## src/rtl/mips_tb_pkg.sv

```systemverilog
// Shared definitions for the MIPS stimulus sequencer: op selects, opcode/funct
// constants and the sequencer state encoding.
package mips_tb_pkg;

    typedef enum logic [3:0] {
        OP_ADD   = 4'd0,
        OP_SUB   = 4'd1,
        OP_AND   = 4'd2,
        OP_OR    = 4'd3,
        OP_SLL   = 4'd4,
        OP_SRL   = 4'd5,
        OP_SRA   = 4'd6,
        OP_SLTU  = 4'd7,
        OP_ADDI  = 4'd8,
        OP_ADDIU = 4'd9,
        OP_ANDI  = 4'd10,
        OP_ORI   = 4'd11,
        OP_SLTI  = 4'd12,
        OP_LUI   = 4'd13
    } op_e;

    localparam logic [5:0] OPC_RTYPE  = 6'd0;
    localparam logic [5:0] OPC_ADDI   = 6'd8;
    localparam logic [5:0] OPC_ADDIU  = 6'd9;
    localparam logic [5:0] OPC_SLTI   = 6'd10;
    localparam logic [5:0] OPC_ANDI   = 6'd12;
    localparam logic [5:0] OPC_ORI    = 6'd13;
    localparam logic [5:0] OPC_LUI    = 6'd15;

    localparam logic [5:0] FUNCT_SLL  = 6'd0;
    localparam logic [5:0] FUNCT_SRL  = 6'd2;
    localparam logic [5:0] FUNCT_SRA  = 6'd3;
    localparam logic [5:0] FUNCT_ADD  = 6'd32;
    localparam logic [5:0] FUNCT_SUB  = 6'd34;
    localparam logic [5:0] FUNCT_AND  = 6'd36;
    localparam logic [5:0] FUNCT_OR   = 6'd37;
    localparam logic [5:0] FUNCT_SLTU = 6'd43;

    localparam logic [1:0] ST_IDLE  = 2'd0;
    localparam logic [1:0] ST_ISSUE = 2'd1;
    localparam logic [1:0] ST_WAIT  = 2'd2;
    localparam logic [1:0] ST_CHECK = 2'd3;

endpackage

```

## src/rtl/mips_stim_sequencer_if.sv

```systemverilog
// Request, issue, result and statistics signals of the stimulus sequencer.
// master = sequencer side, slave = vector source / core / harness side.
interface mips_stim_sequencer_if #(parameter int CNT_W = 16);

    logic             req_valid;
    logic             req_ready;
    logic [3:0]       req_op;
    logic [4:0]       req_rs;
    logic [4:0]       req_rt;
    logic [4:0]       req_rd;
    logic [4:0]       req_shamt;
    logic [15:0]      req_imm;
    logic [31:0]      req_rs_data;
    logic [31:0]      req_rt_data;
    logic [31:0]      req_expected;

    logic             issue_valid;
    logic             issue_ready;
    logic [31:0]      instr;
    logic [31:0]      rs_content;
    logic [31:0]      rt_content;

    logic             result_valid;
    logic [31:0]      result;

    logic [CNT_W-1:0] pass_cnt;
    logic [CNT_W-1:0] fail_cnt;
    logic [CNT_W-1:0] timeout_cnt;
    logic [CNT_W-1:0] illegal_cnt;
    logic             err_sticky;
    logic [31:0]      last_err_instr;

    modport master (
        input  req_valid, req_op, req_rs, req_rt, req_rd, req_shamt, req_imm,
               req_rs_data, req_rt_data, req_expected, issue_ready, result_valid, result,
        output req_ready, issue_valid, instr, rs_content, rt_content,
               pass_cnt, fail_cnt, timeout_cnt, illegal_cnt, err_sticky, last_err_instr
    );

    modport slave (
        output req_valid, req_op, req_rs, req_rt, req_rd, req_shamt, req_imm,
               req_rs_data, req_rt_data, req_expected, issue_ready, result_valid, result,
        input  req_ready, issue_valid, instr, rs_content, rt_content,
               pass_cnt, fail_cnt, timeout_cnt, illegal_cnt, err_sticky, last_err_instr
    );

endinterface

```

## src/rtl/mips_instr_encode.sv

```systemverilog
// Combinational encoder: symbolic op + register/immediate fields -> 32-bit MIPS word.
// o_legal is low for op selects outside the supported set.
module mips_instr_encode
    import mips_tb_pkg::*;
(
    input  logic [3:0]  i_op,
    input  logic [4:0]  i_rs,
    input  logic [4:0]  i_rt,
    input  logic [4:0]  i_rd,
    input  logic [4:0]  i_shamt,
    input  logic [15:0] i_imm,
    output logic [31:0] o_instr,
    output logic        o_legal
);

    always_comb begin
        o_instr = '0;
        o_legal = 1'b1;
        case (i_op)
            OP_ADD:   o_instr = {OPC_RTYPE, i_rs, i_rt, i_rd, i_shamt, FUNCT_ADD};
            OP_SUB:   o_instr = {OPC_RTYPE, i_rs, i_rt, i_rd, i_shamt, FUNCT_SUB};
            OP_AND:   o_instr = {OPC_RTYPE, i_rs, i_rt, i_rd, i_shamt, FUNCT_AND};
            OP_OR:    o_instr = {OPC_RTYPE, i_rs, i_rt, i_rd, i_shamt, FUNCT_OR};
            OP_SLTU:  o_instr = {OPC_RTYPE, i_rs, i_rt, i_rd, i_shamt, FUNCT_SLTU};
            // Shifts take their source from rt; the rs field must encode as zero.
            OP_SLL:   o_instr = {OPC_RTYPE, 5'd0, i_rt, i_rd, i_shamt, FUNCT_SLL};
            OP_SRL:   o_instr = {OPC_RTYPE, 5'd0, i_rt, i_rd, i_shamt, FUNCT_SRL};
            OP_SRA:   o_instr = {OPC_RTYPE, 5'd0, i_rt, i_rd, i_shamt, FUNCT_SRA};
            OP_ADDI:  o_instr = {OPC_ADDI,  i_rs, i_rt, i_imm};
            OP_ADDIU: o_instr = {OPC_ADDIU, i_rs, i_rt, i_imm};
            OP_ANDI:  o_instr = {OPC_ANDI,  i_rs, i_rt, i_imm};
            OP_ORI:   o_instr = {OPC_ORI,   i_rs, i_rt, i_imm};
            OP_SLTI:  o_instr = {OPC_SLTI,  i_rs, i_rt, i_imm};
            OP_LUI:   o_instr = {OPC_LUI,   i_rs, i_rt, i_imm};
            default:  o_legal = 1'b0;
        endcase
    end

endmodule

```

## src/rtl/mips_stim_sequencer.sv

```systemverilog
// Drives encoded MIPS ops and operands to a core/golden model, checks the returned
// result against the expected value and keeps saturating pass/fail/timeout/illegal statistics.
module mips_stim_sequencer
    import mips_tb_pkg::*;
#(
    parameter int CNT_W   = 16,
    parameter int TIMEOUT = 64
)
(
    input  logic                  clk,
    input  logic                  reset,
    mips_stim_sequencer_if.master bus
);

    localparam int              TMR_W    = (TIMEOUT > 1) ? $clog2(TIMEOUT) : 1;
    localparam logic [TMR_W-1:0] TMR_LAST = TMR_W'(TIMEOUT - 1);

    logic [1:0]       r_state;
    logic [TMR_W-1:0] r_timer;
    logic [31:0]      r_instr;
    logic [31:0]      r_rs_content;
    logic [31:0]      r_rt_content;
    logic [31:0]      r_expected;
    logic [31:0]      r_result;
    logic [CNT_W-1:0] r_pass_cnt;
    logic [CNT_W-1:0] r_fail_cnt;
    logic [CNT_W-1:0] r_timeout_cnt;
    logic [CNT_W-1:0] r_illegal_cnt;
    logic             r_err_sticky;
    logic [31:0]      r_last_err_instr;
    logic [31:0]      w_instr;
    logic             w_legal;

    function automatic logic [CNT_W-1:0] sat_inc(input logic [CNT_W-1:0] v);
        return (&v) ? v : v + {{(CNT_W-1){1'b0}}, 1'b1};
    endfunction

    mips_instr_encode u_encode (
        .i_op    (bus.req_op),
        .i_rs    (bus.req_rs),
        .i_rt    (bus.req_rt),
        .i_rd    (bus.req_rd),
        .i_shamt (bus.req_shamt),
        .i_imm   (bus.req_imm),
        .o_instr (w_instr),
        .o_legal (w_legal)
    );

    // Expected/result are pure datapath and need no reset.
    always_ff @(posedge clk) begin
        if (r_state == ST_IDLE && bus.req_valid && w_legal)
            r_expected <= bus.req_expected;
        if (r_state == ST_WAIT && bus.result_valid)
            r_result <= bus.result;
    end

    always_ff @(posedge clk or posedge reset) begin
        if (reset) begin
            r_state          <= ST_IDLE;
            r_timer          <= '0;
            r_instr          <= '0;
            r_rs_content     <= '0;
            r_rt_content     <= '0;
            r_pass_cnt       <= '0;
            r_fail_cnt       <= '0;
            r_timeout_cnt    <= '0;
            r_illegal_cnt    <= '0;
            r_err_sticky     <= 1'b0;
            r_last_err_instr <= '0;
        end else begin
            case (r_state)
                ST_IDLE: begin
                    if (bus.req_valid) begin
                        if (!w_legal) begin
                            r_illegal_cnt <= sat_inc(r_illegal_cnt);
                            r_err_sticky  <= 1'b1;
                        end else begin
                            r_instr      <= w_instr;
                            r_rs_content <= bus.req_rs_data;
                            r_rt_content <= bus.req_rt_data;
                            r_state      <= ST_ISSUE;
                        end
                    end
                end
                ST_ISSUE: begin
                    if (bus.issue_ready) begin
                        r_timer <= '0;
                        r_state <= ST_WAIT;
                    end
                end
                ST_WAIT: begin
                    // A result arriving on the expiry cycle still counts as a result.
                    if (bus.result_valid) begin
                        r_state <= ST_CHECK;
                    end else if (r_timer == TMR_LAST) begin
                        r_timeout_cnt    <= sat_inc(r_timeout_cnt);
                        r_err_sticky     <= 1'b1;
                        r_last_err_instr <= r_instr;
                        r_state          <= ST_IDLE;
                    end else begin
                        r_timer <= r_timer + 1'b1;
                    end
                end
                ST_CHECK: begin
                    if (r_result == r_expected) begin
                        r_pass_cnt <= sat_inc(r_pass_cnt);
                    end else begin
                        r_fail_cnt       <= sat_inc(r_fail_cnt);
                        r_err_sticky     <= 1'b1;
                        r_last_err_instr <= r_instr;
                    end
                    r_state <= ST_IDLE;
                end
                default: r_state <= ST_IDLE;
            endcase
            if (bus.result_valid && (r_state == ST_IDLE || r_state == ST_ISSUE))
                r_err_sticky <= 1'b1;
        end
    end

    assign bus.req_ready      = (r_state == ST_IDLE);
    assign bus.issue_valid    = (r_state == ST_ISSUE);
    assign bus.instr          = r_instr;
    assign bus.rs_content     = r_rs_content;
    assign bus.rt_content     = r_rt_content;
    assign bus.pass_cnt       = r_pass_cnt;
    assign bus.fail_cnt       = r_fail_cnt;
    assign bus.timeout_cnt    = r_timeout_cnt;
    assign bus.illegal_cnt    = r_illegal_cnt;
    assign bus.err_sticky     = r_err_sticky;
    assign bus.last_err_instr = r_last_err_instr;

endmodule
```

## src/flat_wrapper.sv

```systemverilog
// flat-port wrapper written by rule: the top's interface ports become plain ports
module mips_stim_sequencer_flat import mips_tb_pkg::*;
#(
    parameter int CNT_W   = 16,
    parameter int TIMEOUT = 64
)
  (clk, reset, bus_req_valid, bus_req_op, bus_req_rs, bus_req_rt, bus_req_rd, bus_req_shamt, bus_req_imm, bus_req_rs_data, bus_req_rt_data, bus_req_expected, bus_issue_ready, bus_result_valid, bus_result, bus_req_ready, bus_issue_valid, bus_instr, bus_rs_content, bus_rt_content, bus_pass_cnt, bus_fail_cnt, bus_timeout_cnt, bus_illegal_cnt, bus_err_sticky, bus_last_err_instr);
  mips_stim_sequencer_if #(.CNT_W(CNT_W)) bus_i ();
  input  logic clk;
  input  logic reset;
  input wire logic [$bits(bus_i.req_valid)-1:0] bus_req_valid;
  input wire logic [$bits(bus_i.req_op)-1:0] bus_req_op;
  input wire logic [$bits(bus_i.req_rs)-1:0] bus_req_rs;
  input wire logic [$bits(bus_i.req_rt)-1:0] bus_req_rt;
  input wire logic [$bits(bus_i.req_rd)-1:0] bus_req_rd;
  input wire logic [$bits(bus_i.req_shamt)-1:0] bus_req_shamt;
  input wire logic [$bits(bus_i.req_imm)-1:0] bus_req_imm;
  input wire logic [$bits(bus_i.req_rs_data)-1:0] bus_req_rs_data;
  input wire logic [$bits(bus_i.req_rt_data)-1:0] bus_req_rt_data;
  input wire logic [$bits(bus_i.req_expected)-1:0] bus_req_expected;
  input wire logic [$bits(bus_i.issue_ready)-1:0] bus_issue_ready;
  input wire logic [$bits(bus_i.result_valid)-1:0] bus_result_valid;
  input wire logic [$bits(bus_i.result)-1:0] bus_result;
  output wire logic [$bits(bus_i.req_ready)-1:0] bus_req_ready;
  output wire logic [$bits(bus_i.issue_valid)-1:0] bus_issue_valid;
  output wire logic [$bits(bus_i.instr)-1:0] bus_instr;
  output wire logic [$bits(bus_i.rs_content)-1:0] bus_rs_content;
  output wire logic [$bits(bus_i.rt_content)-1:0] bus_rt_content;
  output wire logic [$bits(bus_i.pass_cnt)-1:0] bus_pass_cnt;
  output wire logic [$bits(bus_i.fail_cnt)-1:0] bus_fail_cnt;
  output wire logic [$bits(bus_i.timeout_cnt)-1:0] bus_timeout_cnt;
  output wire logic [$bits(bus_i.illegal_cnt)-1:0] bus_illegal_cnt;
  output wire logic [$bits(bus_i.err_sticky)-1:0] bus_err_sticky;
  output wire logic [$bits(bus_i.last_err_instr)-1:0] bus_last_err_instr;
  assign bus_i.req_valid = bus_req_valid;
  assign bus_i.req_op = bus_req_op;
  assign bus_i.req_rs = bus_req_rs;
  assign bus_i.req_rt = bus_req_rt;
  assign bus_i.req_rd = bus_req_rd;
  assign bus_i.req_shamt = bus_req_shamt;
  assign bus_i.req_imm = bus_req_imm;
  assign bus_i.req_rs_data = bus_req_rs_data;
  assign bus_i.req_rt_data = bus_req_rt_data;
  assign bus_i.req_expected = bus_req_expected;
  assign bus_i.issue_ready = bus_issue_ready;
  assign bus_i.result_valid = bus_result_valid;
  assign bus_i.result = bus_result;
  assign bus_req_ready = bus_i.req_ready;
  assign bus_issue_valid = bus_i.issue_valid;
  assign bus_instr = bus_i.instr;
  assign bus_rs_content = bus_i.rs_content;
  assign bus_rt_content = bus_i.rt_content;
  assign bus_pass_cnt = bus_i.pass_cnt;
  assign bus_fail_cnt = bus_i.fail_cnt;
  assign bus_timeout_cnt = bus_i.timeout_cnt;
  assign bus_illegal_cnt = bus_i.illegal_cnt;
  assign bus_err_sticky = bus_i.err_sticky;
  assign bus_last_err_instr = bus_i.last_err_instr;
  mips_stim_sequencer #(.CNT_W(CNT_W), .TIMEOUT(TIMEOUT)) u_core (.clk(clk), .reset(reset), .bus(bus_i));
endmodule
```

## config.mk

```make
export PLATFORM = sky130hd
export DESIGN_NAME = mips_stim_sequencer_flat
export DESIGN_NICKNAME = d
export VERILOG_FILES = /design/src/rtl/mips_tb_pkg.sv /design/src/rtl/mips_stim_sequencer_if.sv /design/src/rtl/mips_instr_encode.sv /design/src/rtl/mips_stim_sequencer.sv /design/src/flat_wrapper.sv
export SDC_FILE = /design/constraint.sdc
export NUM_CORES = 1
export LEC_CHECK = 0
export CORE_AREA = 8 8 158 189
export CTS_CLUSTER_DIAMETER = 30
export DETAILED_ROUTE_END_ITERATION = 7
export DIE_AREA = 0 0 166 197
export HOLD_SLACK_MARGIN = 0.1
export PLACE_DENSITY = 0.82
export SYNTH_ARGS = -nofsm -noshare
export SYNTH_HDL_FRONTEND = slang
export SYNTH_SLANG_ARGS = --single-unit
```

## constraint.sdc

```tcl
create_clock -name clk -period 5.8 [get_ports clk]
set_clock_uncertainty 0.2 [all_clocks]
set_input_delay 0.58 -clock clk [delete_from_list [all_inputs] [get_ports clk]]
set_output_delay 0.58 -clock clk [all_outputs]
set_load 0.02 [all_outputs]
```

Yosys cells after proc, flatten, opt, wreduce, memory -nomap -nowiden. Cells that the tools add are included.

Register bits: 265. Bits in latches: 0. Bits in writable memories: 0. Memory bits (read-only): 0. Input bits: 173. Output and inout port bits: 195. Word-level logic and storage cells: 103. Memories: 0.

$add $sub $neg: 5. $mul: 0. Div/mod/pow operators: 0. Magnitude comparators: 0. Eq/ne operators: 31. Shifts and indexed selects: 0. Mux-type cells: 23. Bitwise logic cells: 7. Reduce and logical (&&, ||, !) cells: 24.

Operators with widths (count): 30-bit one-hot mux with 14 select lines (1); 32-bit two-way mux (3); 16-bit by 1-bit adder with 16-bit output, second input constant (4); 32-bit one-hot mux with 2 select lines (1); 16-bit AND reduction (4); 32-bit == test (1); 4-bit == test, second input constant (6); 4-bit AND reduction (5); 6-bit two-way mux (3); 4-bit by 3-bit == test with 1-bit output, second input constant (4); 3-bit inequality test, second input constant (5); 14-bit OR reduction (1); 2-bit inequality test, second input constant (6); 6-bit one-hot mux with 2 select lines (1); 2-bit two-way mux (5); 3-bit AND reduction (3); 4-bit by 2-bit == test with 1-bit output, second input constant (2); 2-bit one-hot mux with 4 select lines (1); 1-bit two-way mux (7); 1-bit inverter (7); 6-bit by 1-bit adder with 6-bit output, second input constant (1); 6-bit == test, second input constant (1); 6-bit AND reduction (1); 2-bit == test, second input constant (2); 11 further kinds (15).

Logic depth before layout (Yosys ltp).
Depth after elaboration: 7. Mapped depth: 9. Gate-level depth less buffers: 8.

Cells and area by module. Synthesis repeated with hierarchy kept, for this count alone.

Cell total of the unflattened synthesis: 792. Area total of the unflattened synthesis: 11036.8 um2.

By module, submodules not included: mips_stim_sequencer (times used 1, cells each 709, area each 10557.6 um2, sequential area each 6951.7 um2); mips_instr_encode (times used 1, cells each 83, area each 479.2 um2, sequential area each 0.0 um2).

Least setup slack after synthesis. No wires, ideal clock.

Kind: reg2reg. Start: register u_core.r_state[0]. End: register u_core.r_expected[0] (enable). Library setup time: 0.409 ns. Arrival: 2.525 ns. Data required time: 5.191 ns. Setup slack: 2.666 ns. Stages on the path, launching flop included: 8. Buffers on the path: 3. Period minus slack after synthesis: 3.134 ns. Path through: dfrtp_1 > inv_1 > ha_1 > clkbuf_1 > nand3_1 > clkbuf_1 > inv_2 > clkbuf_1.

Longest elaborated chain between the ends: 3.

RTL lines: start, declared (RTL line mips_stim_sequencer.sv:18) `logic [1:0] r_state;`; start signal, assigned (RTL line mips_stim_sequencer.sv:59) `r_state <= ST_IDLE;`; start signal, assigned (RTL line mips_stim_sequencer.sv:81) `r_state <= ST_ISSUE;`; start signal, assigned (RTL line mips_stim_sequencer.sv:88) `r_state <= ST_WAIT;`; 2-bit logical NOT; named net bus_req_ready (RTL line flat_wrapper.sv:24) `output wire logic [$bits(bus_i.req_ready)-1:0] bus_req_ready;`; 1-bit logical AND (2 in a row) (RTL line mips_stim_sequencer.sv:51) `if (r_state == ST_IDLE && bus.req_valid && w_legal)`; end signal, assigned (RTL line mips_stim_sequencer.sv:52) `r_expected <= bus.req_expected;`; end, declared (RTL line mips_stim_sequencer.sv:23) `logic [31:0] r_expected;`.

The timed path passes the listed nets, and every way through them passes these cells. A chain may end at the register's enable or synchronous reset.

Worst setup path in the final report.
Start: register u_core.r_state[0]. End: register u_core.r_last_err_instr[8] (netlist: u_core.bus.last_err_instr[8]).

Longest elaborated chain between the ends: 3. Elaborated cells on any way between the ends: 8. Those cells by class: eq/ne (5); mux (1); reduce/logical (2).

RTL lines: 2-bit == test (RTL line mips_stim_sequencer.sv:71) `case (r_state)`; 2-bit inequality test (no line) / 2-bit nonzero test (equally long branches); 4-bit AND reduction (no line); end signal, assigned (RTL line mips_stim_sequencer.sv:98) `r_last_err_instr <= r_instr;`; end signal, assigned (RTL line mips_stim_sequencer.sv:110) `r_last_err_instr <= r_instr;`; end, declared (RTL line mips_stim_sequencer.sv:30) `logic [31:0] r_last_err_instr;`.

Parallel ways exist; a longest one is shown, timed or not.

==> impl_metrics.yaml <==
pwr:
  p_clk_frac: 0.369
  p_comb_frac: 0.307
  p_per_area_mw_per_mm2: 511
  p_leak_nw: 7.28
  p_int_mw: 5.73
  p_seq_frac: 0.324
  switching_share: 0.327
  switching_power_mw: 2.79
  ir_drop_mv: 0.373
worst_setup_path:
  r2r_cells: 7
  arrival_ns: 3.35
  worst_setup_path_start_kind: "flip-flop"
  end_kind: "flip-flop"
  crit_path_max_fanout: 30
  critPathRequiredTime_ns: 6.02
  criticalPathCategory: "flip-flop to flip-flop"
timing:
  fin_crit_ns: 3.13
  hold_viol_final: 0
  slew_viol_final: 0
  fin_crit_sh: 0.539
  tns_ns: 0
  fmax_mhz: 320
  grt_setup_unrepaired: "false"
  setup_viol: 0
  tightest_slew_ns: 1.14
  fin_ws_ns: 2.67
  max_slew_margin: 0.239
flow_run:
  maxCapViolCount: 0
min_path:
  holdCritPathClass: "flip-flop to flip-flop"
  hold_depth: 2
floorplanning:
  io_pins: 368
  coreArea_mm2: 0.0268
  rows: 66
  die_width_um: 166
  die_h_um: 197
  start_util: 0.402
  dieArea_mm2: 0.0327
global_routing:
  grt-ovfl-total: 0
  grt_max_degree: 198
  grt_usage: 0.199
  grt_pass1_vias: 9260
  grt_pass1_wl_um: 51800
  antenna_found_initial: 2
routing:
  drc_errors: 0
  drt_wl_total_um: 33400
  drtIter0Drc: 506
  drt-pass1-iter-count: 4
  num_vias: 8611
  wl_per_cell_um: 19.4
  antenna_left: 0
  viasPerCell: 5.00
cts:
  post_cts_buffers: 0
  cts_hold_buffers: 0
  cts_max_level: 2
  cts.sinks: 261
  clock_latency_ns: 0.55
  clkTransAtPathRegs_ns: 0.05
  clockBufferDepth: 3
  cts_buffers: 56
  root_buffer: "clkbuf_16"
  cts_tree: "yes"
  ctsResizeCount: 0
placement:
  pre_cts_slack_ns: 2.35
  dp_hpwl_um: 23100
  placed_cells: 1620
  gp_congestion: 0.788
  port_buffers: 363
yosys:
  synth_seq_cells: 261
  postSynthCellCount: 944
  synth_top_area_share: 0.457
  synth-seq-area-share: 0.635
  yosysWarnings: 0
  avgSynthCellArea_um2: 11.4
  synth-main-ff-cell: "dfrtp_1"
  async_flop_share: 0.755
  synth_edf_count: 64
  synthTopCellsByArea: "dfrtp_1 46%, edfxtp_1 18%, nand2_1 8.8%"
  synth_cell_types: 56
  yosysTopAreaCell: "dfrtp_1"
  netlist_area_mm2: 0.0108
layout:
  layout.nets: 1520
  n_antenna_cell: 0
  fin_cells: 1721
  synthToLayoutAreaGrowth_pct: 54.7
  utilization: 0.621
  drive_gt1_frac: 0.0963
run_status:
  status: "finished, final reports clean"
[per-stage QoR]
stage	hold WS, ns	instance area [um^2]	total power, mW
after global routing	0.298	16700	8.93
final	0.275	16700	8.52
after CTS	0.277	16700	8.63
after global placement	0.256	14800	5.33
after floorplan	0.276	10800	4.04
after detailed placement	0.262	14800	5.40
[placed cells by master, fill, tap and decap left out, drive strengths merged, types with 3 or more instances in the layout]
cell type        n
clkbuf          68
inv             20
ha               9
xnor2           24
nor2b            4
dfrtp          197
buf              8
bufinv           7
nand3           31
or3              6
nand4           14
edfxtp          64
a22o             5
a21oi           25
nor2            34
o21ai           28
nand2b           3
nand2          254
clkinv          15
xor2            67
nor4            21
conb             4
nor3            16
or4              3
clkdlybuf4s50  363
mux2            37
clkinvlp        10
and3            18
[final cells by class]
cell class,instances,area (um^2)
multi-input combinational,629,3720
tap,340,425
fill,2026,10200
timing repair buffer,371,3710
clock inverter,33,400
clock buffer,68,1500
sequential,261,6850
inverter,19,76.3
[layer usage]
layer / track usage / up-vias / wire length, um
li1: - / 3985 / -
met1: 0.213 / 4204 / 12400
met2: 0.347 / 346 / 16800
met3: 0.0855 / 72 / 3310
met4: 0.0762 / 4 / 988
met5: 0 / - / 23
[registers in the layout, summed over array words and instances (netlist names)]
signal,cells
u_core.bus.rs_content,32
u_core.bus.rt_content,32
u_core.r_expected,32
u_core.r_result,32
u_core.bus.instr,30
u_core.bus.last_err_instr,30
u_core.bus.fail_cnt,16
u_core.bus.illegal_cnt,16
u_core.bus.pass_cnt,16
u_core.bus.timeout_cnt,16
u_core.r_timer,6
u_core.r_state,2
u_core.bus.err_sticky,1
[critical path: stages (launching register included)]
cell and delay [ns]:
dfrtp_1 0.41, inv_1 0.12, ha_1 0.28, inv_1 0.16, nor4_1 0.39, a21oi_1 0.13
a21oi_4 0.89, mux2_2 0.43
[Yosys cell counts (2+ instances only)]
library cell / count
a21oi_1: 25
a221oi_1: 2
a22o_1: 5
a31oi_1: 2
a32o_1: 2
and2_1: 2
and3_1: 17
and4_1: 2
buf_1: 3
buf_2: 5
buf_4: 5
clkbuf_1: 24
dfrtp_1: 197
edfxtp_1: 64
ha_1: 9
inv_1: 18
mux2_1: 23
mux2_2: 14
mux2i_1: 2
nand2_1: 254
nand2b_1: 2
nand3_1: 30
nand4_1: 14
nor2_1: 32
nor2_2: 2
nor2b_1: 4
nor3_1: 14
nor3_2: 2
nor4_1: 13
nor4_2: 7
o21ai_0: 27
o21bai_1: 2
or3_1: 6
or4_1: 3
xnor2_1: 24
xor2_1: 67
[final timing paths]
| check | startpoint | end | slack [ns] |
|---|---|---|---|
| max | u_core.r_state[0]$_DFFE_PP0P_ | u_core.bus.last_err_instr[8]$_DFFE_PP0P_ | 2.67 |
| min | u_core.bus.rs_content[30]$_DFFE_PP0P_ | u_core.bus.rs_content[30]$_DFFE_PP0P_ | 0.27 |
| max reg2reg | u_core.r_state[0]$_DFFE_PP0P_ | u_core.bus.last_err_instr[8]$_DFFE_PP0P_ | 2.67 |
| min reg2reg | u_core.bus.rs_content[30]$_DFFE_PP0P_ | u_core.bus.rs_content[30]$_DFFE_PP0P_ | 0.27 |
| max in group asynchronous | reset | u_core.bus.pass_cnt[15]$_DFFE_PP0P_ | 4.06 |
| min in group asynchronous | reset | u_core.bus.timeout_cnt[9]$_DFFE_PP0P_ | 0.46 |
[kinds of logic (layout without fill, tap and decap cells)]
kind of cell / count (synthesis) / in the layout / share of synthesized area
multiplexers: 39 / 39 / 0.0405
other: 1 / 4 / 0.000348
XOR/XNOR: 91 / 91 / 0.0739
AND/OR/NAND/NOR: 412 / 412 / 0.176
flip-flops: 261 / 261 / 0.635
adder cells (fa/ha/maj): 9 / 9 / 0.0104
buffers and inverters: 57 / 491 / 0.0229
AO/OA/AOI/OAI: 74 / 74 / 0.0406
[power groups by stage]
stage	registers [mW]	clock network [mW]	logic (mW)
finish	2.76	3.15	2.61
CTS	2.77	3.20	2.66
global placement	2.75	0	2.58
global route	2.83	3.29	2.81
detailed placement	2.78	0	2.63
floorplan	3.24	0	0.798
Power figures use the tool's default switching activity.
